$ cat config.mk
export PLATFORM = sky130hd
export DESIGN_NAME = uart_frame_rx
export DESIGN_NICKNAME = d
export VERILOG_FILES = /design/src/rtl/uart_pkg.sv /design/src/rtl/edge_strobe.sv /design/src/rtl/uart_frame_rx.sv
export SDC_FILE = /design/constraint.sdc
export NUM_CORES = 1
export LEC_CHECK = 0
export CORE_ASPECT_RATIO = 0.9
export CORE_MARGIN = 2
export CORE_UTILIZATION = 45
export CTS_CLUSTER_DIAMETER = 200
export CTS_CLUSTER_SIZE = 28
export DETAILED_ROUTE_END_ITERATION = 12
export GPL_TIMING_DRIVEN = 0
export PLACE_DENSITY = 0.71
export SKIP_CTS_REPAIR_TIMING = 1
export SYNTH_ARGS = -nofsm -noshare
export SYNTH_HDL_FRONTEND = slang
export SYNTH_SLANG_ARGS = --single-unit
$ cat constraint.sdc
create_clock -name clk -period 2.5 [get_ports clk]
set_clock_uncertainty 0.1 [all_clocks]
set_input_delay 0.625 -clock clk [delete_from_list [all_inputs] [get_ports clk]]
set_output_delay 0.625 -clock clk [all_outputs]
set_load 0.05 [all_outputs]
$ cat src/rtl/uart_pkg.sv
// Shared UART framing definitions: state codes, sync marker, frame geometry.
package uart_pkg;

  typedef enum logic [3:0] {
    ST_IDLE    = 4'd0,
    ST_PAYLOAD = 4'd1,
    ST_CHECK   = 4'd2
  } frame_state_e;

  localparam logic [7:0]  SYNC_BYTE_DEF     = 8'hA5;
  localparam int unsigned PAYLOAD_BYTES_DEF = 5;
  // sync + payload + checksum
  localparam int unsigned FRAME_BYTES_DEF   = PAYLOAD_BYTES_DEF + 2;

  // Increment an 8-bit counter, sticking at 255.
  function automatic logic [7:0] sat_inc8(input logic [7:0] v);
    return (v == 8'hFF) ? v : v + 8'd1;
  endfunction

endpackage

$ cat src/rtl/edge_strobe.sv
// Rising-edge detector: turns a level input into a one-cycle pulse.
module edge_strobe (
  input  logic clk,
  input  logic rst_n,
  input  logic din,
  output logic pulse
);

  logic din_q;

  // Remember the previous level of the input.
  always_ff @(posedge clk or negedge rst_n) begin
    if (!rst_n) din_q <= 1'b0;
    else        din_q <= din;
  end

  assign pulse = din & ~din_q;

endmodule

$ cat src/rtl/uart_frame_rx.sv
// Framed command receiver: SYNC, payload bytes (LSB first), XOR checksum.
module uart_frame_rx
  import uart_pkg::*;
#(
  parameter logic [7:0]  SYNC_BYTE      = SYNC_BYTE_DEF,
  parameter int unsigned PAYLOAD_BYTES  = PAYLOAD_BYTES_DEF,
  parameter int unsigned TIMEOUT_CYCLES = 1_000_000
) (
  input  logic                       clk,
  input  logic                       rst,
  input  logic                       read_done,
  input  logic [7:0]                 read_data,
  output logic [PAYLOAD_BYTES*8-1:0] data,
  output logic                       data_valid,
  output logic                       frame_err,
  output logic [7:0]                 err_cnt,
  output logic [3:0]                 sta
);

  localparam int unsigned IDX_W = (PAYLOAD_BYTES > 1) ? $clog2(PAYLOAD_BYTES) : 1;
  localparam int unsigned GAP_W = (TIMEOUT_CYCLES > 1) ? $clog2(TIMEOUT_CYCLES) : 1;

  frame_state_e               state;
  logic [IDX_W-1:0]           idx;
  logic [7:0]                 csum;
  logic [PAYLOAD_BYTES*8-1:0] shadow;
  logic [GAP_W-1:0]           gap;
  logic                       acc;
  logic                       tmo;

  edge_strobe u_acc (
    .clk   (clk),
    .rst_n (rst),
    .din   (read_done),
    .pulse (acc)
  );

  assign tmo = (state != ST_IDLE) && (gap == GAP_W'(TIMEOUT_CYCLES - 1));
  assign sta = state;

  // Inter-byte gap counter: held at zero while idle, restarted by every byte.
  always_ff @(posedge clk or negedge rst) begin
    if (!rst)                                gap <= '0;
    else if (state == ST_IDLE || acc || tmo) gap <= '0;
    else                                     gap <= gap + GAP_W'(1);
  end

  // Frame FSM with registered payload, strobes and error count.
  always_ff @(posedge clk or negedge rst) begin
    if (!rst) begin
      state      <= ST_IDLE;
      idx        <= '0;
      csum       <= '0;
      shadow     <= '0;
      data       <= '0;
      data_valid <= 1'b0;
      frame_err  <= 1'b0;
      err_cnt    <= '0;
    end else begin
      data_valid <= 1'b0;
      frame_err  <= 1'b0;
      case (state)
        ST_IDLE: begin
          if (acc && read_data == SYNC_BYTE) begin
            state <= ST_PAYLOAD;
            idx   <= '0;
            csum  <= '0;
          end
        end
        ST_PAYLOAD: begin
          // A byte arriving on the timeout cycle takes priority over the timeout.
          if (acc) begin
            shadow[{idx, 3'b000} +: 8] <= read_data;
            csum  <= csum ^ read_data;
            idx   <= idx + IDX_W'(1);
            if (idx == IDX_W'(PAYLOAD_BYTES - 1)) state <= ST_CHECK;
          end else if (tmo) begin
            frame_err <= 1'b1;
            err_cnt   <= sat_inc8(err_cnt);
            shadow    <= '0;
            state     <= ST_IDLE;
          end
        end
        ST_CHECK: begin
          if (acc) begin
            if (read_data == csum) begin
              data       <= shadow;
              data_valid <= 1'b1;
            end else begin
              frame_err <= 1'b1;
              err_cnt   <= sat_inc8(err_cnt);
            end
            state <= ST_IDLE;
          end else if (tmo) begin
            frame_err <= 1'b1;
            err_cnt   <= sat_inc8(err_cnt);
            shadow    <= '0;
            state     <= ST_IDLE;
          end
        end
        default: state <= ST_IDLE;
      endcase
    end
  end

endmodule

# After elaboration in Yosys (flattened, before gate mapping)
# Cells that the tools add are included.
# op_classes
addsub	4
n_eq_ne	13
shift	2
mux	32
bitwise	3
n_reduce_logical	13
# ops
op	count
40-bit two-way mux	3
40-bit one-hot mux with 2 select lines	1
8-bit two-way mux	7
40-bit bitwise mux	1
8-bit by 8-bit variable shift with 40-bit output, first input constant	1
8-bit by 8-bit variable part select with 40-bit output	1
8-bit one-hot mux with 2 select lines	2
20-bit by 1-bit adder with 20-bit output, second input constant	1
20-bit == test, second input constant	1
20-bit two-way mux	1
4-bit two-way mux	5
8-bit == test, second input constant	2
4-bit one-hot mux with 3 select lines	1
3-bit AND reduction	3
8-bit by 1-bit adder with 8-bit output, second input constant	1
8-bit == test	1
6-bit negation with 8-bit output	1
8-bit XOR	1
1-bit two-way mux	7
3-bit two-way mux	2
2-bit inequality test, second input constant	3
3-bit inequality test, second input constant	2
3-bit one-hot mux with 2 select lines	1
4-bit by 1-bit == test with 1-bit output, second input constant	1
13 further kinds	17
# totals
register_bits	126
input_bits	11
output_inout_bits	54

# Depth between registers and ports, before layout
# Gate-level depths: netlist of run 1.
# logic_depth
ltp_word	5
depth_mapped	9
ltp_nobuf	8

# Cells and area by module
# A second synthesis of run 1 with hierarchy kept.
# hier_totals
cells_unflattened	447
area_unflattened_um2	5450.2
# modules_own_cells
module	instances	cells_each	area_each_um2	seq_area_each_um2
uart_frame_rx	1	445	5411.4	3128.0
edge_strobe	1	2	38.8	25.0

# Least setup slack after synthesis of run 1
# OpenSTA, ideal clock, no wires.
# synth_path
kind	input port to flip-flop
from	input port read_data[2]
to	register data[10]
setup_time_ps	125
t_arrival_ps	2187
required_time_ps	2275
slack_ps	88
path_stages	8
cell_sequence	clkbuf_1 xor2_1 nor4_1 nand4_1 or3_1 buf_6 buf_12 mux2_4
# synth_between
elab_chain_len	2
# synth_rtl
item	line	text
start: declaration	uart_frame_rx.sv:12	input logic [7:0] read_data,
8-bit == test	uart_frame_rx.sv:86	if (read_data == csum) begin
3-bit AND reduction (no line)	n/a	
end signal: assignment	uart_frame_rx.sv:87	data <= shadow;
end: declaration	uart_frame_rx.sv:13	output logic [PAYLOAD_BYTES*8-1:0] data,
# No other way between the ends.
# A chain may end at the register's enable or synchronous reset.

# Final worst setup path of run 1
# layout_path
from	register err_cnt[3]
to	output port err_cnt[3]
# layout_rtl
item	line	text
start: declaration	uart_frame_rx.sv:16	output logic [7:0] err_cnt,
start signal: assignment	uart_frame_rx.sv:79	err_cnt <= sat_inc8(err_cnt);
start signal: assignment	uart_frame_rx.sv:91	err_cnt <= sat_inc8(err_cnt);
start signal: assignment	uart_frame_rx.sv:96	err_cnt <= sat_inc8(err_cnt);
# No word-level cell between the ends.

==> metrics.md, run 1 <==
| Metric | Value |
|---|---|
| Status | `complete, no violations` |
| Post-synthesis to final-layout area growth | `26.8%` |
| Clock tree from TritonCTS | `built` |
| Clock Tree Buf Depth | `2` |
| IO buf count | `56` |
| TritonCTS Sinks | `126` |
| Slew headroom | `45.4%` |
| Category of the critical setup timing path | `reg -> out` |
| Sum of net half-perimeters after detailed placement | `8050 µm` |
| Ratio of cells with drive above 1 in the final layout | `20.8%` |
| Largest fanout on the critical path | `5` |
| Switching part of the total power | `25.2%` |
| Category of cells accounting for the largest share of critical-path delay | `buffers and inverters` |
| Post-Place Cell Area | `6390 µm²` |
| Vias in the first global route | `3,929` |
| Clk pin slew, worst setup/hold paths | `0.06 ns` |
| Netlist cell types | `42` |
| Horizontal die dimension | `122 µm` |
| Leading cell types by total area after synthesis | `dfrtp_1, mux2_4, a22o_1` |
| Worst IR Drop VDD | `0.000425 V` |
| Final GP Congestion | `0.818` |
| Most area-hungry cell type in the Yosys netlist | `dfrtp_1` |
| Number of enable-type register cells in the synthesized netlist | `0` |
| Crit share post-route | `96.7%` |
| Finish-stage setup viols | `0` |
| Post-synthesis average cell area | `12.4 µm²` |
| Routed metal-1 wire length | `5820 µm` |
| Die area | `13,300 µm²` |
| Number of H-tree levels | `4` |
| Primary flip-flop cell chosen by synthesis mapping | `dfrtp_1` |
| Post-DRT Antenna Nets | `0` |
| Total via count in the routed design | `3,828` |
| Number of standard cells in the final layout excluding fillers | `704` |
| Initial DRT Pass Iterations | `4` |
| Area of the mapped netlist | `5600 µm²` |
| Final WL | `12,300 µm` |
| Post-route DRC | `0` |
| Max-slew violations | `0` |
| Cell area power density | `664 nW/µm²` |
| Total clock buffers created by CTS | `17` |
| DRT iter0 DRCs | `247` |
| Per-cell routed wire length | `17.5 µm` |
| Internal reg-to-reg setup slack | `0.12 ns` |
| Skew-Pair Late Insertion Delay | `0.43 ns` |
| Synth Register Bits | `126` |
| Measured slew at the worst slew-check pin | `0.812 ns` |
| Core ar. | `12,100 µm²` |
| Internal power component | `3.52 mW` |
| Maximum clock rate | `413 MHz` |
| Critical path endpoint category | `output port` |
| Number of maximum-capacitance violations | `0` |
| Async SR Flop Fraction | `100%` |
| Power share of the combinational group | `3.3%` |
| Number of warnings issued by yosys | `0` |
| WL met2 | `5640 µm` |
| Worst setup slack after placement | `-0.541 ns` |
| Total global routing overflow | `0` |
| Antenna diode count | `0` |
| Largest net degree at the start of global routing | `68` |
| Static power due to leakage | `3.34 nW` |
| CP max-delay cell | `clkdlybuf4s50_1` |
| All-Layer GR Usage | `19.9%` |
| Flop pwr share | `44.0%` |
| Total number of nets in the final design | `548` |
| Sum of negative setup slack | `0 ns` |
| Met3 WL | `671 µm` |
| Highest routed metal layer | `met4` |
| Min setup slack post-route | `0.0813 ns` |
| Post-placement cell count | `670` |
| Highest cell delay on the worst timing path | `0.84 ns` |
| Routed vias/inst | `5.44` |
| Required @ worst endpoint | `1.77 ns` |
| Fraction of the yosys area taken by sequential cells | `56.3%` |
| Fill cell total of the finished layout | `958` |
| Clock share of power | `52.7%` |
| Critical Path, Cell by Cell | `clkdlybuf4s50_1` |
| Number of buffers and inverters on the critical path | `1` |
| Area share of the largest cell type after synthesis | `56.3%` |
| Cell area after layout | `7100 µm²` |
| Top library cells by usage in the layout, fill and taps aside | `dfrtp_1, clkdlybuf4s50_1, nor2_1` |
| Clock root cell | `clkbuf_16` |
| Cell Rows | `38` |
| Hold/Removal Path Class | `in -> async` |
| Clock period minus final worst setup slack | `2.42 ns` |
| Crit start category | `register` |
| Number of standard cells after synthesis | `452` |
| Count of endpoints failing hold in the final timing report | `0` |
| Initial cell density of the core | `46.3%` |
| Commonest non-fill, non-tap cell in the layout | `dfrtp_1` |
| Final Total Pwr | `4.71 mW` |
| Endpoint arrival time on the critical path | `1.69 ns` |
| Antenna violations before repair | `0` |
| Vertical die dimension | `110 µm` |
| Number of I/O pins | `65` |
| First-pass GRT wire length | `19,900 µm` |
| Total net switching power | `1.19 mW` |
-- cell usage after synthesis (2+ instances only) --
| master | n |
|---|---|
| dfrtp_1 | 126 |
| nor2_1 | 52 |
| a22o_1 | 39 |
| mux2_4 | 39 |
| nand2_1 | 25 |
| o21ai_0 | 23 |
| xor2_1 | 21 |
| clkbuf_1 | 13 |
| nand3_1 | 12 |
| xnor2_1 | 10 |
| inv_1 | 8 |
| nand4_1 | 8 |
| ha_1 | 6 |
| nor3_1 | 6 |
| nor4_1 | 5 |
| nor4b_1 | 5 |
| o21ai_1 | 5 |
| a21oi_1 | 4 |
| and4_1 | 4 |
| buf_12 | 4 |
| mux2_2 | 4 |
| nor2b_1 | 4 |
| and3_1 | 3 |
| buf_6 | 3 |
| buf_2 | 2 |
| nand2b_1 | 2 |
| nor4_2 | 2 |
| or4_1 | 2 |
| or4bb_1 | 2 |
-- sequential cells by signal, summed over array words and instances, names as in the netlist, 3 cells and up --
register  count
shadow       40
sta           4
err_cnt       8
idx           3
data         40
gap          20
csum          8
-- power groups by stage --
stage / Combinational, mW / Sequential (mW) / Clock [mW]
after global routing: 0.175 / 2.07 / 2.61
final: 0.154 / 2.07 / 2.48
after CTS: 0.154 / 2.07 / 2.51
after global placement: 0.145 / 2.11 / 0
after floorplan: 0.0678 / 2.11 / 0
after detailed placement: 0.154 / 2.11 / 0
-- per-stage QoR --
stage,hold WS (ns),util [%]
CTS,0.110,57.9
global route,0.146,58.8
floorplan,0.229,-
finish,0.0890,58.8
global placement,0.364,52.7
detailed placement,0.374,52.9
-- layout make-up --
cell class              count  area (µm²)  share of cell area, %
plain buffers              21         170                   2.40
repair buffers             60         619                   8.73
clock buffers              17         425                   6.00
well taps                 160         200                   2.82
clock inverters            15         174                   2.45
inverters                   8        30.0                  0.423
multi-input cells         297        2320                   32.7
flip-flops and latches    126        3150                   44.5
-- final timing paths --
check,from,end,cells after the start
min in group clk,read_done,u_acc.din_q$_DFF_PN0_,1
worst max register to register,gap[0]$_DFF_PN0_,shadow[39]$_DFFE_PN0P_,9
worst max-delay path,err_cnt[3]$_DFFE_PN0P_,err_cnt[3],1
max in group asynchronous,rst,idx[0]$_DFFE_PN0P_,2
worst min-delay path,rst,shadow[25]$_DFFE_PN0P_,1
worst min register to register,gap[0]$_DFF_PN0_,gap[0]$_DFF_PN0_,1
-- cells by family after synthesis --
logic type | after synthesis | synth area share (%)
and+or+nand+nor | 141 | 13.1
DFF | 126 | 56.3
AOI/OAI and AO/OA | 74 | 9.41
muxes | 43 | 11.3
xor gates and xnor gates | 31 | 4.85
buffers and inverters | 30 | 3.62
adders and majority gates | 6 | 1.34
other | 1 | 0.0670
-- metal layers --
| layer | up-vias | track usage (%) |
|---|---|---|
| met5 | - | 0 |
| met4 | 0 | 7.96 |
| met3 | 19 | 5.71 |
| li1 | 1766 | - |
| met1 | 1931 | 26.5 |
| met2 | 112 | 31.1 |
Power figures use the tool's default switching activity.
==> run 2, diff against run 1 <==
--- a/config.mk
+++ b/config.mk
@@ -12,7 +12,7 @@
 export CTS_CLUSTER_SIZE = 28
 export DETAILED_ROUTE_END_ITERATION = 12
 export GPL_TIMING_DRIVEN = 0
-export PLACE_DENSITY = 0.71
+export PLACE_DENSITY_LB_ADDON = 0.1
 export SKIP_CTS_REPAIR_TIMING = 1
 export SYNTH_ARGS = -nofsm -noshare
 export SYNTH_HDL_FRONTEND = slang
==> run 2 against run 1 <==
  * Total power grew 1.7%
  * Flip-flop and latch count is the same
  * Utilization rose by 0.13 points
  * Clock power up 3%
  * Sequential share of layout area shrank 0.10 points
==> metrics.md, run 2 (synthesized netlist as in run 1, its figures left out) <==
| Metric | Value |
|---|---|
| Core ar. | `12,100 µm² (unchanged)` |
| Clock root cell | `clkbuf_16` |
| Vias in the first global route | `3,685 (-6.2%)` |
| DRT iter0 DRCs | `202 (-18%)` |
| Final WL | `11,700 µm (-5.4%)` |
| Clock Tree Buf Depth | `2 (unchanged)` |
| Initial cell density of the core | `46.3% (unchanged)` |
| Sum of negative setup slack | `0 ns (unchanged)` |
| Cell area power density | `673 nW/µm² (+1.5%)` |
| Sum of net half-perimeters after detailed placement | `7630 µm (-5.2%)` |
| Skew-Pair Late Insertion Delay | `0.42 ns (about the same)` |
| IO buf count | `56 (unchanged)` |
| Internal power component | `3.69 mW (+4.8%)` |
| Clk pin slew, worst setup/hold paths | `0.06 ns (about the same)` |
| Total via count in the routed design | `3,722 (-2.8%)` |
| Clock period minus final worst setup slack | `2.43 ns (+0.0102 ns)` |
| Slew headroom | `45.1% (-0.33 points)` |
| Total number of nets in the final design | `548 (unchanged)` |
| Antenna violations before repair | `0 (unchanged)` |
| Post-Place Cell Area | `6390 µm² (unchanged)` |
| Endpoint arrival time on the critical path | `1.70 ns (about the same)` |
| Largest fanout on the critical path | `5 (unchanged)` |
| Total net switching power | `1.10 mW (-7.4%)` |
| Number of H-tree levels | `4 (unchanged)` |
| Final GP Congestion | `0.846 (+3.4%)` |
| TritonCTS Sinks | `126 (unchanged)` |
| Total clock buffers created by CTS | `17 (unchanged)` |
| Hold/Removal Path Class | `in -> async` |
| Number of I/O pins | `65 (unchanged)` |
| Switching part of the total power | `23.0% (-2.3 points)` |
| Power share of the combinational group | `3.2% (about the same)` |
| Critical Path, Cell by Cell | `clkdlybuf4s50_1` |
| Cell area after layout | `7110 µm² (+0.23%)` |
| Maximum clock rate | `412 MHz (-0.42%)` |
| Number of maximum-capacitance violations | `0 (unchanged)` |
| Ratio of cells with drive above 1 in the final layout | `20.6% (-0.18 points)` |
| Status | `complete, no violations` |
| Post-DRT Antenna Nets | `0 (unchanged)` |
| Max-slew violations | `0 (unchanged)` |
| Critical path endpoint category | `output port` |
| First-pass GRT wire length | `19,500 µm (-2.2%)` |
| Per-cell routed wire length | `16.6 µm (-5.4%)` |
| Required @ worst endpoint | `1.77 ns (about the same)` |
| Horizontal die dimension | `122 µm (unchanged)` |
| Worst IR Drop VDD | `0.000510 V (+20%)` |
| Number of buffers and inverters on the critical path | `1 (unchanged)` |
| Commonest non-fill, non-tap cell in the layout | `dfrtp_1` |
| Routed vias/inst | `5.29 (-2.8%)` |
| Logic depth of the worst register-to-register path | `6 (-3)` |
| Stages on worst setup path | `1 (unchanged)` |
| Highest cell delay on the worst timing path | `0.84 ns (about the same)` |
| WL met2 | `5420 µm (-3.9%)` |
| Category of the critical setup timing path | `reg -> out` |
| Antenna diode count | `0 (unchanged)` |
| Final Util | `58.9% (+0.13 points)` |
| Crit share post-route | `97.2% (+0.41 points)` |
| Finish-stage setup viols | `0 (unchanged)` |
| Cell Rows | `38 (unchanged)` |
| Post-synthesis to final-layout area growth | `27.1%` |
| Static power due to leakage | `3.35 nW (+0.53%)` |
| All-Layer GR Usage | `19.5% (-0.49 points)` |
| Flop pwr share | `43.3% (-0.7 points)` |
| Post-route DRC | `0 (unchanged)` |
| Met3 WL | `524 µm (-22%)` |
| Clock share of power | `53.5% (+0.8 points)` |
| Die area | `13,300 µm² (unchanged)` |
| Total global routing overflow | `0 (unchanged)` |
| CP max-delay cell | `clkdlybuf4s50_1` |
| Measured slew at the worst slew-check pin | `0.816 ns (+0.00486 ns)` |
| Fill cell total of the finished layout | `1,007 (+5.1%)` |
| Routed metal-1 wire length | `5580 µm (-4.1%)` |
| Registers with the most flip-flops | `data (40), shadow (40), gap (20)` |
| Largest net degree at the start of global routing | `69 (+1.5%)` |
| Vertical die dimension | `110 µm (unchanged)` |
| Clock tree from TritonCTS | `built` |
| Category of cells accounting for the largest share of critical-path delay | `buffers and inverters` |
| Final Total Pwr | `4.79 mW (+1.7%)` |
| Initial DRT Pass Iterations | `4 (unchanged)` |
| Highest routed metal layer | `met4` |
| Top library cells by usage in the layout, fill and taps aside | `dfrtp_1, clkdlybuf4s50_1, nor2_1` |
| Count of endpoints failing hold in the final timing report | `0 (unchanged)` |
| Crit start category | `register` |
==> run 2: power by group through the flow <==
stage | sequential (mW) | combinational [mW] | clock (mW)
finish | 2.07 | 0.154 | 2.56
global route | 2.08 | 0.176 | 2.70
CTS | 2.07 | 0.155 | 2.60
detailed placement | 2.11 | 0.155 | 0
global placement | 2.11 | 0.146 | 0
floorplan | 2.11 | 0.0678 | 0
==> run 2: worst paths after layout <==
kind / start / endpoint / slack, ns
max reg2reg: idx[0]$_DFFE_PN0P_ / shadow[22]$_DFFE_PN0P_ / 0.15
min: rst / shadow[28]$_DFFE_PN0P_ / 0.1
min reg2reg: gap[0]$_DFF_PN0_ / gap[0]$_DFF_PN0_ / 0.39
max: err_cnt[3]$_DFFE_PN0P_ / err_cnt[3] / 0.07
min in group clk: read_done / u_acc.din_q$_DFF_PN0_ / 0.34
max in group asynchronous: rst / sta[1]$_DFFE_PN0P_ / 1.49
==> run 2: cell type report <==
class / instances / area (µm²) / share of cell area [%]
flip-flops and latches: 126 / 3150 / 44.4
inverters: 8 / 30.0 / 0.422
clock inverters: 14 / 184 / 2.59
repair buffers: 60 / 619 / 8.71
clock buffers: 18 / 429 / 6.03
well taps: 160 / 200 / 2.81
plain buffers: 21 / 173 / 2.43
multi-input cells: 297 / 2320 / 32.7
==> run 2: routing by layer <==
metal  up-vias  global-route usage [%]
met1      1862                    27.0
met2        79                    28.9
li1       1766                       -
met5         -                       0
met4         0                    7.39
met3        15                    5.81
==> run 2: per-stage QoR <==
step | std cells | setup WS [ns] | hold WS, ns
2_1_floorplan | 453 | 0.0880 | 0.229
3_3_place_gp | 669 | -4.12 | 0.366
3_5_place_dp | 670 | -0.670 | 0.377
4_1_cts | 702 | -0.292 | 0.116
5_1_grt | 704 | -0.00732 | 0.139
6_report | 704 | 0.0710 | 0.0954
